--- src/rtl/victim_cache.sv ---
// Fully associative victim cache behind an L1 d-cache: probes answer one cycle after acceptance, evicts fill or replace FIFO-wise.
// Backpressure: evicts stall only when they would displace a dirty line into an occupied write-back buffer; probes stall on a pending write-back of the same line.
module victim_cache #(
    parameter int ENTRIES = 4,
    parameter int LINE_W  = 128
) (
    input  logic              clk_i,
    input  logic              rst_ni,
    input  logic              lookup_valid_i,
    input  logic [31:0]       lookup_addr_i,
    output logic              lookup_ready_o,
    input  logic              evict_valid_i,
    input  logic [31:0]       evict_addr_i,
    input  logic [LINE_W-1:0] evict_data_i,
    input  logic              evict_dirty_i,
    output logic              evict_ready_o,
    output logic              swap_valid_o,
    output logic [LINE_W-1:0] swap_data_o,
    output logic              swap_dirty_o,
    output logic              vc_miss_o,
    output logic              wb_valid_o,
    output logic [31:0]       wb_addr_o,
    output logic [LINE_W-1:0] wb_data_o,
    input  logic              wb_ready_i,
    output logic [31:0]       no_hit_o,
    output logic [31:0]       no_miss_o
);
    localparam int IDX_W = $clog2(ENTRIES);

    logic [ENTRIES-1:0] line_vld;
    logic [ENTRIES-1:0] line_dirty;
    logic [27:0]        line_tag  [ENTRIES];
    logic [LINE_W-1:0]  line_dat  [ENTRIES];
    logic [IDX_W-1:0]   fifo_ptr;

    logic               wb_vld;
    logic [31:0]        wb_addr;
    logic [LINE_W-1:0]  wb_dat;
    logic               swap_vld;
    logic               swap_dirty;
    logic [LINE_W-1:0]  swap_dat;
    logic               miss_vld;
    logic [31:0]        hit_cnt;
    logic [31:0]        miss_cnt;

    logic [27:0]        lookup_tag;
    logic [27:0]        evict_tag;
    logic               lookup_hit;
    logic [IDX_W-1:0]   hit_idx;
    logic               evict_match;
    logic [IDX_W-1:0]   match_idx;
    logic               has_free;
    logic [IDX_W-1:0]   free_idx;
    logic               lookup_fire;
    logic               evict_fire;
    logic               swap_in;
    logic               displace;
    logic               displace_dirty;
    logic [IDX_W-1:0]   write_idx;
    logic               write_dirty;
    logic               unused_addr_bits;

    assign lookup_tag       = lookup_addr_i[31:4];
    assign evict_tag        = evict_addr_i[31:4];
    assign unused_addr_bits = ^{lookup_addr_i[3:0], evict_addr_i[3:0]};

    // Descending scan so the lowest matching/free index wins.
    always_comb begin
        lookup_hit  = 1'b0;
        hit_idx     = '0;
        evict_match = 1'b0;
        match_idx   = '0;
        has_free    = 1'b0;
        free_idx    = '0;
        for (int i = ENTRIES - 1; i >= 0; i--) begin
            if (line_vld[i] && line_tag[i] == lookup_tag) begin
                lookup_hit = 1'b1;
                hit_idx    = IDX_W'(i);
            end
            if (line_vld[i] && line_tag[i] == evict_tag) begin
                evict_match = 1'b1;
                match_idx   = IDX_W'(i);
            end
            if (!line_vld[i]) begin
                has_free = 1'b1;
                free_idx = IDX_W'(i);
            end
        end
    end

    assign lookup_ready_o = !(wb_vld && wb_addr[31:4] == lookup_tag);
    assign lookup_fire    = lookup_valid_i && lookup_ready_o;
    // A hit slot freed in the same cycle takes the incoming evict directly.
    assign swap_in        = lookup_fire && lookup_hit && evict_valid_i;
    assign displace       = evict_valid_i && !swap_in && !evict_match && !has_free;
    assign displace_dirty = displace && line_dirty[fifo_ptr];
    assign evict_ready_o  = !(wb_vld && displace_dirty);
    assign evict_fire     = evict_valid_i && evict_ready_o;

    always_comb begin
        write_idx   = fifo_ptr;
        write_dirty = evict_dirty_i;
        if (swap_in) begin
            write_idx = hit_idx;
        end else if (evict_match) begin
            write_idx   = match_idx;
            write_dirty = line_dirty[match_idx] | evict_dirty_i;
        end else if (has_free) begin
            write_idx = free_idx;
        end
    end

    always_ff @(posedge clk_i or negedge rst_ni) begin
        if (!rst_ni) begin
            line_vld   <= '0;
            line_dirty <= '0;
            fifo_ptr   <= '0;
            wb_vld     <= 1'b0;
            wb_addr    <= '0;
            wb_dat     <= '0;
            swap_vld   <= 1'b0;
            swap_dirty <= 1'b0;
            miss_vld   <= 1'b0;
            hit_cnt    <= '0;
            miss_cnt   <= '0;
        end else begin
            swap_vld <= lookup_fire && lookup_hit;
            miss_vld <= lookup_fire && !lookup_hit;
            if (lookup_fire && lookup_hit) begin
                swap_dirty        <= line_dirty[hit_idx];
                line_vld[hit_idx] <= 1'b0;
                if (hit_cnt != '1) hit_cnt <= hit_cnt + 32'd1;
            end
            if (lookup_fire && !lookup_hit && miss_cnt != '1) begin
                miss_cnt <= miss_cnt + 32'd1;
            end
            if (evict_fire) begin
                line_vld[write_idx]   <= 1'b1;
                line_dirty[write_idx] <= write_dirty;
                if (displace) fifo_ptr <= fifo_ptr + IDX_W'(1);
            end
            if (evict_fire && displace_dirty) begin
                wb_vld  <= 1'b1;
                wb_addr <= {line_tag[fifo_ptr], 4'h0};
                wb_dat  <= line_dat[fifo_ptr];
            end else if (wb_ready_i) begin
                wb_vld <= 1'b0;
            end
        end
    end

    // Payload storage is qualified by the valid bits, so it needs no reset.
    always_ff @(posedge clk_i) begin
        if (evict_fire) begin
            line_tag[write_idx] <= evict_tag;
            line_dat[write_idx] <= evict_data_i;
        end
        if (lookup_fire && lookup_hit) begin
            swap_dat <= line_dat[hit_idx];
        end
    end

    assign swap_valid_o = swap_vld;
    assign swap_data_o  = swap_dat;
    assign swap_dirty_o = swap_dirty;
    assign vc_miss_o    = miss_vld;
    assign wb_valid_o   = wb_vld;
    assign wb_addr_o    = wb_addr;
    assign wb_data_o    = wb_dat;
    assign no_hit_o     = hit_cnt;
    assign no_miss_o    = miss_cnt;
endmodule

--- config.mk ---
export PLATFORM = sky130hd
export DESIGN_NAME = victim_cache
export DESIGN_NICKNAME = d
export VERILOG_FILES = /design/src/rtl/victim_cache.sv
export SDC_FILE = /design/constraint.sdc
export NUM_CORES = 1
export LEC_CHECK = 0
export BUFFER_PORTS_ARGS = -buffer_cell sky130_fd_sc_hd__buf_2
export CAP_MARGIN = 20
export CORE_MARGIN = 5
export CORE_UTILIZATION = 40
export CTS_CLUSTER_SIZE = 28
export DETAILED_ROUTE_END_ITERATION = 10
export GPL_ROUTABILITY_DRIVEN = 0
export PLACE_DENSITY_LB_ADDON = 0.15
export SLEW_MARGIN = 20
export SYNTH_ARGS = -nofsm -noshare
export SYNTH_HDL_FRONTEND = slang
export SYNTH_SLANG_ARGS = --single-unit
--- constraint.sdc ---
create_clock -name clk_i -period 12.5 [get_ports clk_i]
set_clock_uncertainty 0.2 [all_clocks]
set_input_delay 2.5 -clock clk_i [delete_from_list [all_inputs] [get_ports clk_i]]
set_output_delay 2.5 -clock clk_i [all_outputs]
set_load 0.01 [all_outputs]
# Word level (Yosys, flattened, before mapping)
# Memory sizes are Yosys's and may differ from the RTL's. A register that Yosys moved wholly into a read port is not among the register bits.
# Index checks and enable logic that the tools add are counted.
dict set report totals {
  mem_bits_ro 0
  register_bits 78
  wordCells 115
  mem_bits_rw 624
  output_inout_bits 358
  in_bits 198
  latchBits 0
  mem_count 2
}
dict set report classes {
  mul 0
  n_shift 0
  div_mod_pow 0
  order_cmp 6
  add_sub_neg 3
  bitwise 4
  eq_ne 11
  n_reduce_logical 34
  mux 46
}
# memory words width rd rd_ports_with_merged_regs wr line
set mem_list {}
lappend mem_list {line_dat 4 128 2 2 1 33} ;# logic [LINE_W-1:0] line_dat [ENTRIES];
lappend mem_list {line_tag 4 28 5 1 1 32} ;# logic [27:0] line_tag [ENTRIES];
# cell count
set ops {}
lappend ops {{28-bit equality test} 9}
lappend ops {{32-bit by 1-bit adder with 32-bit output, second input constant} 2}
lappend ops {{32-bit inequality test, second input constant} 2}
lappend ops {{2-bit two-way mux} 15}
lappend ops {{1-bit logical AND} 23}
lappend ops {{1-bit two-way mux} 23}
lappend ops {{2-bit by 3-bit less-than comparator with 1-bit output, second input constant} 4}
lappend ops {{1-bit zero test} 8}
lappend ops {{4-bit two-way mux} 2}
lappend ops {{1-bit binary-select mux with 2-bit select} 3}
lappend ops {{4-bit bitwise AND} 1}
lappend ops {{4-bit bitwise mux} 1}
lappend ops {{1-bit demux with 2-bit select} 2}
lappend ops {{2-bit by 1-bit greater-or-equal comparator with 1-bit output, second input constant} 2}
lappend ops {{4-bit NOT} 1}
lappend ops {{4-bit bitwise OR} 1}
lappend ops {{2-bit AND reduction} 2}
lappend ops {{2-bit by 1-bit adder with 2-bit output, second input constant} 1}
lappend ops {{2-bit nonzero test} 1}
lappend ops {{1-bit bitwise OR} 1}

# Longest topological paths before layout
# Gate-level depths: netlist (run 1).
# An unclocked memory read counts as a cell.
dict set report logic_depth {
  depth_word 19
  mapped_depth 12
}

# Least setup slack after synthesis (run 1)
# No wires, ideal clock.
dict set report synth_path {
  kind {input to register}
  from {in evict_addr_i[11]}
  to {reg line_dirty[1]}
  stages 9
  path_slack_ps -3542
  t_required_ps 11722
  arrival_ps 15264
  setup_ps 578
  path_buffers 1
  cell_sequence {clkbuf_1 > xnor2_1 > nand4_1 > nor4_1 > nand4_1 > a21boi_0 > nand2_1 > o21ai_0 > mux2i_1}
}
dict set report synth_via {
  elab_chain_cells 13
  elab_cells_between_ends 36
  cone_classes {order compare (2); eq/ne (4); mux (17); bitwise (1); reduce/logical (12)}
}
# element line
set synth_lines {}
lappend synth_lines {{start: declaration} 13} ;# input logic [31:0] evict_addr_i,
lappend synth_lines {{28-bit equality test} 80} ;# if (line_vld[i] && line_tag[i] == evict_tag) begin
lappend synth_lines {{1-bit logical AND} 80}
lappend synth_lines {{2-bit two-way mux / 1-bit two-way mux (equally long branches) (4 in series)} 80}
lappend synth_lines {{2-bit two-way mux / 1-bit zero test (equally long branches)} {105, 95}}
lappend synth_lines {{2-bit two-way mux / 1-bit logical AND (equally long branches)} {103, 95}}
lappend synth_lines {{2-bit by 3-bit less-than comparator with 1-bit output (not written as such), or another cell as far along} 139} ;# line_dirty[write_idx] <= write_dirty;
lappend synth_lines {{1-bit logical AND, on equally long branches} {139, 96}}
lappend synth_lines {{1-bit two-way mux (not written as such) / 1-bit logical AND (equally long branches)} {139, 97}}
lappend synth_lines {{1-bit demux with 2-bit select / 1-bit zero test (equally long branches)} {139, 97}}
lappend synth_lines {{4-bit bitwise mux / 1-bit logical AND (equally long branches)} {139, 98}}
lappend synth_lines {{end signal: indexed assignment} 139}
lappend synth_lines {{end: declaration} 31} ;# logic [ENTRIES-1:0] line_dirty;
# Parallel ways exist; a longest one is shown, timed or not. The select of a mux whose other input is x is not followed.
# A chain may end at the register's enable or synchronous reset.

# Worst setup path after layout (run 1)
dict set report layout_path {
  from {in lookup_addr_i[20]}
  to {out evict_ready_o}
}
dict set report layout_via {
  elab_chain_cells 15
  elab_cells_between_ends 25
  cone_classes {eq/ne (5); mux (4); reduce/logical (16)}
}
# element line
set layout_lines {}
lappend layout_lines {{start: declaration} 10} ;# input logic [31:0] lookup_addr_i,
lappend layout_lines {{28-bit equality test} 76} ;# if (line_vld[i] && line_tag[i] == lookup_tag) begin
lappend layout_lines {{1-bit logical AND} 76}
lappend layout_lines {{1-bit two-way mux (4 in series)} 76}
lappend layout_lines {{1-bit logical AND * (2 in series)} 94} ;# assign swap_in = lookup_fire && lookup_hit && evict_valid_i;
lappend layout_lines {{1-bit zero test *} 95} ;# assign displace = evict_valid_i && !swap_in && !evict_match && !has_free;
lappend layout_lines {{1-bit logical AND * (3 in series)} 95}
lappend layout_lines {{1-bit logical AND *} 96} ;# assign displace_dirty = displace && line_dirty[fifo_ptr];
lappend layout_lines {{1-bit logical AND *} 97} ;# assign evict_ready_o = !(wb_vld && displace_dirty);
lappend layout_lines {{1-bit zero test *} 97}
lappend layout_lines {{end: declaration} 16} ;# output logic evict_ready_o,
# Mark *: on every way between the ends. The rest lies on a longest branch, timed or not.

==> metrics.cfg, run 1 <==
[global_routing]
grt_max_degree = 126
grt_pass1_vias = 26790
track_usage = 0.2244
antenna_found_initial = 32
grt_pass1_wl_um = 187800
grt-ovfl-total = 0

[route]
wl_um = 130500
wl_per_cell_um = 28.37
ant_nets = 0
num_vias = 26000
viasPerCell = 5.654
drt_first_pass_iters = 6
drc_errors = 0
drtIter0Drc = 2240

[yosys]
synth.distinct_cells = 67
ys_seq_area_frac = 0.6640
avgSynthCellArea_um2 = 16.72
ys.flop_type = edfxtp_1
synthArstFlopShare = 0.2373
ys_warn_count = 0
syn_inst = 2561
syn_area_um2 = 42830
synth_edf_count = 752
synth-seq-cells = 986

[status]
outcome = complete, no violations

[worst_setup_path]
startpoint_type = input port
cp.required_ns = 9.80
crit_chain = buf_2 -> xnor2_1 -> nand4_1 -> nor4_1 -> a21bo_1 -> a31oi_4 -> buf_4 -> nor4b_4 -> nand2_1 -> buf_2
cp-end-kind = output pin
worstReg2RegStart = wb_addr_o[20]
cp-endpoint = evict_ready_o
reg2reg_to = line_dat[3][32]
cp.arrival_ns = 6.03
r2r_slack_ns = 6.22
reg2reg_depth = 10
path_max_fanout = 48
slowest_delay_ns = 0.77
crit_start = lookup_addr_i[20]
cpMaxStageDelayCell = nor4_1
cpMostUsedCell = buf_2
critPathKind = in2out

[timing]
hold_viol_final = 0
setup_viol = 0
slew_headroom = 0.2211
drv_slew = 0
fmaxAchievable_mhz = 114.5
layout_min_cycle_time_ns = 8.733
period_share = 0.6987
whs_ns = 0.2826
setup_tns_ns = 0
worstMarginPinSlew_ns = 1.168
rsz0062_at_grt = false

[run]
maxCapViolations = 0

[cts]
ctsHoldBuffers = 0
clk_pin_slew_ns = 0.06
cts_setup_buffers = 0
clock_path_buffers = 3
clockRootBuffer = clkbuf_16
clock_latency_ns = 0.69
ctsResizeCount = 0
tritoncts = yes
cts_sinks = 986
cts_buffers = 106
ctsHtreeMaxLevel = 3

[power]
power_density_nw_per_um2 = 234.4
p_leak_uw = 0.01877
vdd_drop_max_uv = 191.4

[placement]
dp_hpwl_um = 83790
io_buffers = 543

[final_layout]
layout.nets = 3289
n_fill_cell = 9261
final_common_cell = edfxtp_1
drive_gt1_frac = 0.3365
areaGrowthSynthToFinish_pct = 17.51
layout_common_cells = edfxtp_1, buf_2, dfrtp_1

[die]
fp-row-count = 120
core_um2 = 106800
ioPinCount = 556
die_x_um = 337.2
fp.dieH_um = 337.2
start_util = 0.4012
die-area_um2 = 113700

[worst_hold_path]
hp-class = reg2reg
whs_path_depth = 1

==> worst max-delay path: cells and delay by family <==
family	cells	cell delay (ns)
simple gates	4	1.66
compound gates	2	0.59
xor+xnor	1	0.52
buf+inv	3	0.73
==> power breakdown <==
part,total [uW],switching [uW],internal [uW]
Clock,3130,1290,1830
Combinational,3480,1950,1530
Sequential,5190,555,4630
==> cell families (layout without fill, tap and decap cells) <==
logic type,after synthesis,after routing,synth area share
buffers and inverters,178,794,0.02363
flip-flops,986,986,0.6640
AND/OR/NAND/NOR,339,339,0.04721
AO/OA/AOI/OAI,292,292,0.04484
multiplexers,449,449,0.1554
other,1,20,0.00008756
XOR/XNOR,314,314,0.06421
adder cells (fa/ha/maj),2,2,0.0005842
==> flip-flops by register name (all words and copies together), names as in the netlist, 28 cells and up <==
register     count
no_hit_o        32
swap_data_o    128
no_miss_o       32
line_dat       512
wb_data_o      128
line_tag       112
wb_addr_o       28
==> layer usage <==
layer	vias to the layer above	part of all wire	GRT usage
met5	-	0.00079	0
li1	11140	-	-
met1	13540	0.40	0.2953
met2	1040	0.48	0.3648
met3	271	0.084	0.05732
met4	14	0.038	0.07812
==> cell usage after synthesis, types with 13 or more instances <==
master      n  share of area
edfxtp_1  752           0.53
dfrtp_1   234           0.14
xnor2_1   211          0.043
mux4_2    157          0.083
mux2_2    149          0.039
mux2i_1   133          0.031
a22oi_1   129          0.023
o21ai_0   111          0.013
xor2_1    103          0.021
nand4_1    88          0.013
clkbuf_1   60         0.0053
buf_4      48         0.0084
nand2_1    47         0.0041
nor4_1     41         0.0060
nand3_1    36         0.0042
o21ai_1    28         0.0033
nor2_1     27         0.0024
buf_2      25         0.0029
inv_1      18         0.0016
and3_1     16         0.0023
buf_6      16         0.0042
and4_1     14         0.0029
nor3_1     13         0.0015
==> final cells by class <==
| class | count | area, um^2 | share of cell area |
|---|---|---|---|
| inverter | 18 | 67.56 | 0.001343 |
| clock inverter | 30 | 375.4 | 0.007458 |
| tap | 1403 | 1755 | 0.03488 |
| clock buffer | 169 | 3152 | 0.06263 |
| sequential | 986 | 28440 | 0.5652 |
| timing repair buffer | 577 | 3033 | 0.06026 |
| antenna | 16 | 40.04 | 0.0007956 |
| multi-input combinational | 1400 | 13460 | 0.2674 |
==> through the flow <==
step	total power [uW]	std cells	setup WS, ns	area [um^2]	utilization
final	11800	4599	3.767	50330	0.4714
after global routing	12350	4592	3.628	50310	0.4713
after CTS	11950	4583	3.747	50290	0.4711
after detailed placement	8791	4384	3.764	46760	0.4380
after global placement	8685	4384	3.747	46760	0.4380
after floorplan	7494	2564	0.8022	42840	-
==> worst min path at each step <==
stage | start | to | slack (ns)
finish | wb_data_o[25] | wb_data_o[25] | 0.28
global route | no_hit_o[15] | no_hit_o[15] | 0.31
CTS | wb_data_o[25] | wb_data_o[25] | 0.29
detailed placement | wb_data_o[25] | wb_data_o[25] | 0.28
global placement | no_hit_o[9] | no_hit_o[9] | 0.27
floorplan | no_hit_o[15] | no_hit_o[15] | 0.31
Note: power is estimated with default switching activity, not from simulation.
==> run 2: changes to the inputs <==
==> constraint.sdc (replaced) <==
create_clock -name clk_i -period 7.5 [get_ports clk_i]
set_clock_uncertainty 0.2 [all_clocks]
set_input_delay 1.5 -clock clk_i [delete_from_list [all_inputs] [get_ports clk_i]]
set_output_delay 1.5 -clock clk_i [all_outputs]
set_load 0.01 [all_outputs]
==> run 2 against run 1 <==
Effect of this change: via count shrank 0.77%; cell area grew 0.19%; die area is the same; setup slack lost 2.3 ns; cell count grew 0.24%; hold slack gained 0.0058 ns; global-route usage is essentially flat; non-clock buffer count shrank 5; register-to-register slack lost 3.4 ns; critical endpoint unchanged; highest routed layer unchanged.
==> metrics.cfg, run 2 (synthesis gave the netlist of run 1 again) <==
[final_layout]
largest_register = line_dat
utilization = 0.4723  ; +0.0008910
instances_no_fill = 4610  ; +0.24%
largest_register_ffs = 512  ; unchanged
n_fill_cell = 9261  ; unchanged
areaGrowthSynthToFinish_pct = 17.73
layout_common_cells = edfxtp_1, buf_2, dfrtp_1
layout.nets = 3286  ; -0.091%
drive_gt1_frac = 0.3342  ; -0.002306
final_common_cell = edfxtp_1

[worst_setup_path]
reg2reg_depth = 8  ; -2
cp.required_ns = 5.80  ; -4.00 ns
r2r_slack_ns = 2.83  ; -3.39 ns
cpMostUsedCell = buf_2
reg2reg_to = line_dat[2][17]
worstReg2RegStart = wb_addr_o[20]
path_delay_family = simple AND/OR/NAND/NOR gates
critPathKind = in2out
startpoint_type = input port
path_max_fanout = 10  ; -79%
critPathBufInv = 2  ; -1
cpMaxStageDelayCell = nor4_1
cp-end-kind = output pin
slowest_delay_ns = 0.65  ; -0.12 ns
cp.arrival_ns = 4.29  ; -1.74 ns
crit_chain = buf_2 -> xnor2_1 -> nand4_1 -> nor4_1 -> a21bo_1 -> a31oi_4 -> nor4b_4 -> nand2_1 -> buf_2

[timing]
period_share = 0.7985
fmaxAchievable_mhz = 167.0
hold_viol_final = 0  ; unchanged
rsz0062_at_grt = false
worstMarginPinSlew_ns = 1.153  ; -0.01571 ns
finalWorstSetupSlack_ns = 1.511  ; -2.256 ns
whs_ns = 0.2884  ; +0.005793 ns
setup_tns_ns = 0  ; unchanged
setup_viol = 0  ; unchanged
drv_slew = 0  ; unchanged
layout_min_cycle_time_ns = 5.989
slew_headroom = 0.2315  ; +0.01047

[global_routing]
grt_pass1_wl_um = 188000  ; +0.12%
grt_pass1_vias = 26990  ; +0.77%
grt_use_met3 = 0.06890  ; +0.01158
track_usage = 0.2239  ; -0.0004869
grt_max_degree = 132  ; +4.8%
antenna_found_initial = 35  ; +9.4%
grt.busiest_layer = met2
grt-ovfl-total = 0  ; unchanged
use_met2 = 0.3646  ; about the same
grt_util_met1 = 0.2872  ; -0.008069

[placement]
pre_cts_ws_ns = 1.475  ; -2.289 ns
dp_hpwl_um = 82800  ; -1.2%
io_buffers = 543  ; unchanged
placed_cells = 4379  ; -0.11%

[cts]
clk_pin_slew_ns = 0.06  ; about the same
clock_latency_ns = 0.69  ; about the same
cts_sinks = 986  ; unchanged
cts_buffers = 108  ; +1.9%
tritoncts = yes
cts_setup_buffers = 0  ; unchanged
ctsHtreeMaxLevel = 3  ; unchanged
clock_path_buffers = 3  ; unchanged
ctsResizeCount = 0  ; unchanged
ctsHoldBuffers = 0  ; unchanged
clockRootBuffer = clkbuf_16

[power]
p_leak_uw = 0.01877  ; about the same
vdd_drop_max_uv = 372.7  ; +95%
power_density_nw_per_um2 = 390.5  ; +67%

[run]
maxCapViolations = 0  ; unchanged

[die]
fp-row-count = 120  ; unchanged
die-area_um2 = 113700  ; unchanged
core_um2 = 106800  ; unchanged
start_util = 0.4012  ; unchanged
ioPinCount = 556  ; unchanged
die_x_um = 337.2  ; unchanged
fp.dieH_um = 337.2  ; unchanged

[status]
outcome = complete, no violations

[worst_hold_path]
whs_endpoint = no_hit_o[9]
hp-class = reg2reg
min-delay-start = no_hit_o[9]
whs_path_depth = 1  ; unchanged

[route]
drt_first_pass_iters = 6  ; unchanged
num_vias = 25810  ; -0.77%
viasPerCell = 5.598  ; -1.0%
drtIter0Drc = 2169  ; -3.2%
wl_per_cell_um = 28.27  ; -0.33%
wl_um = 130300  ; about the same
drc_errors = 0  ; unchanged
ant_nets = 0  ; unchanged

==> run 2: metrics by stage <==
| stage | total power, uW | cell area (um^2) |
|---|---|---|
| after floorplan | 12380 | 42860 |
| after global placement | 14510 | 46820 |
| after detailed placement | 14670 | 46820 |
| after CTS | 19940 | 50360 |
| after global routing | 20610 | 50380 |
| final | 19690 | 50420 |
==> run 2: worst max-delay path by stage <==
stage                       from       endpoint  slack (ns)  depth (start not counted)
2_1_floorplan   evict_addr_i[11]  line_dirty[1]       -0.11                          9
3_3_place_gp   lookup_addr_i[24]  evict_ready_o        1.44                          9
3_5_place_dp   lookup_addr_i[24]  evict_ready_o        1.47                          9
4_1_cts        lookup_addr_i[24]  evict_ready_o        1.46                          9
5_1_grt        lookup_addr_i[24]  evict_ready_o        1.35                          9
6_report       lookup_addr_i[24]  evict_ready_o        1.51                          9
==> run 2: metal layers <==
metal  part of all wire  vias up
li1                   -    11130
met3              0.093      237
met4              0.033       18
met1               0.39    13430
met2               0.48      987
met5            0.00094        -
==> run 2: final cells by class <==
class	count	area, um^2	share of cell area
diodes	26	65.06	0.001290
clock buffers	170	3137	0.06221
inverters	18	67.56	0.001340
repair buffers	572	3095	0.06139
clock inverters	35	397.9	0.007891
flip-flops and latches	986	28440	0.5641
well taps	1403	1755	0.03481
multi-input cells	1400	13460	0.2669
==> run 2: power breakdown <==
| group | switching [uW] | total [uW] | internal [uW] |
|---|---|---|---|
| registers | 904 | 8620 | 7720 |
| logic | 3290 | 5850 | 2560 |
| clock network | 2200 | 5220 | 3020 |
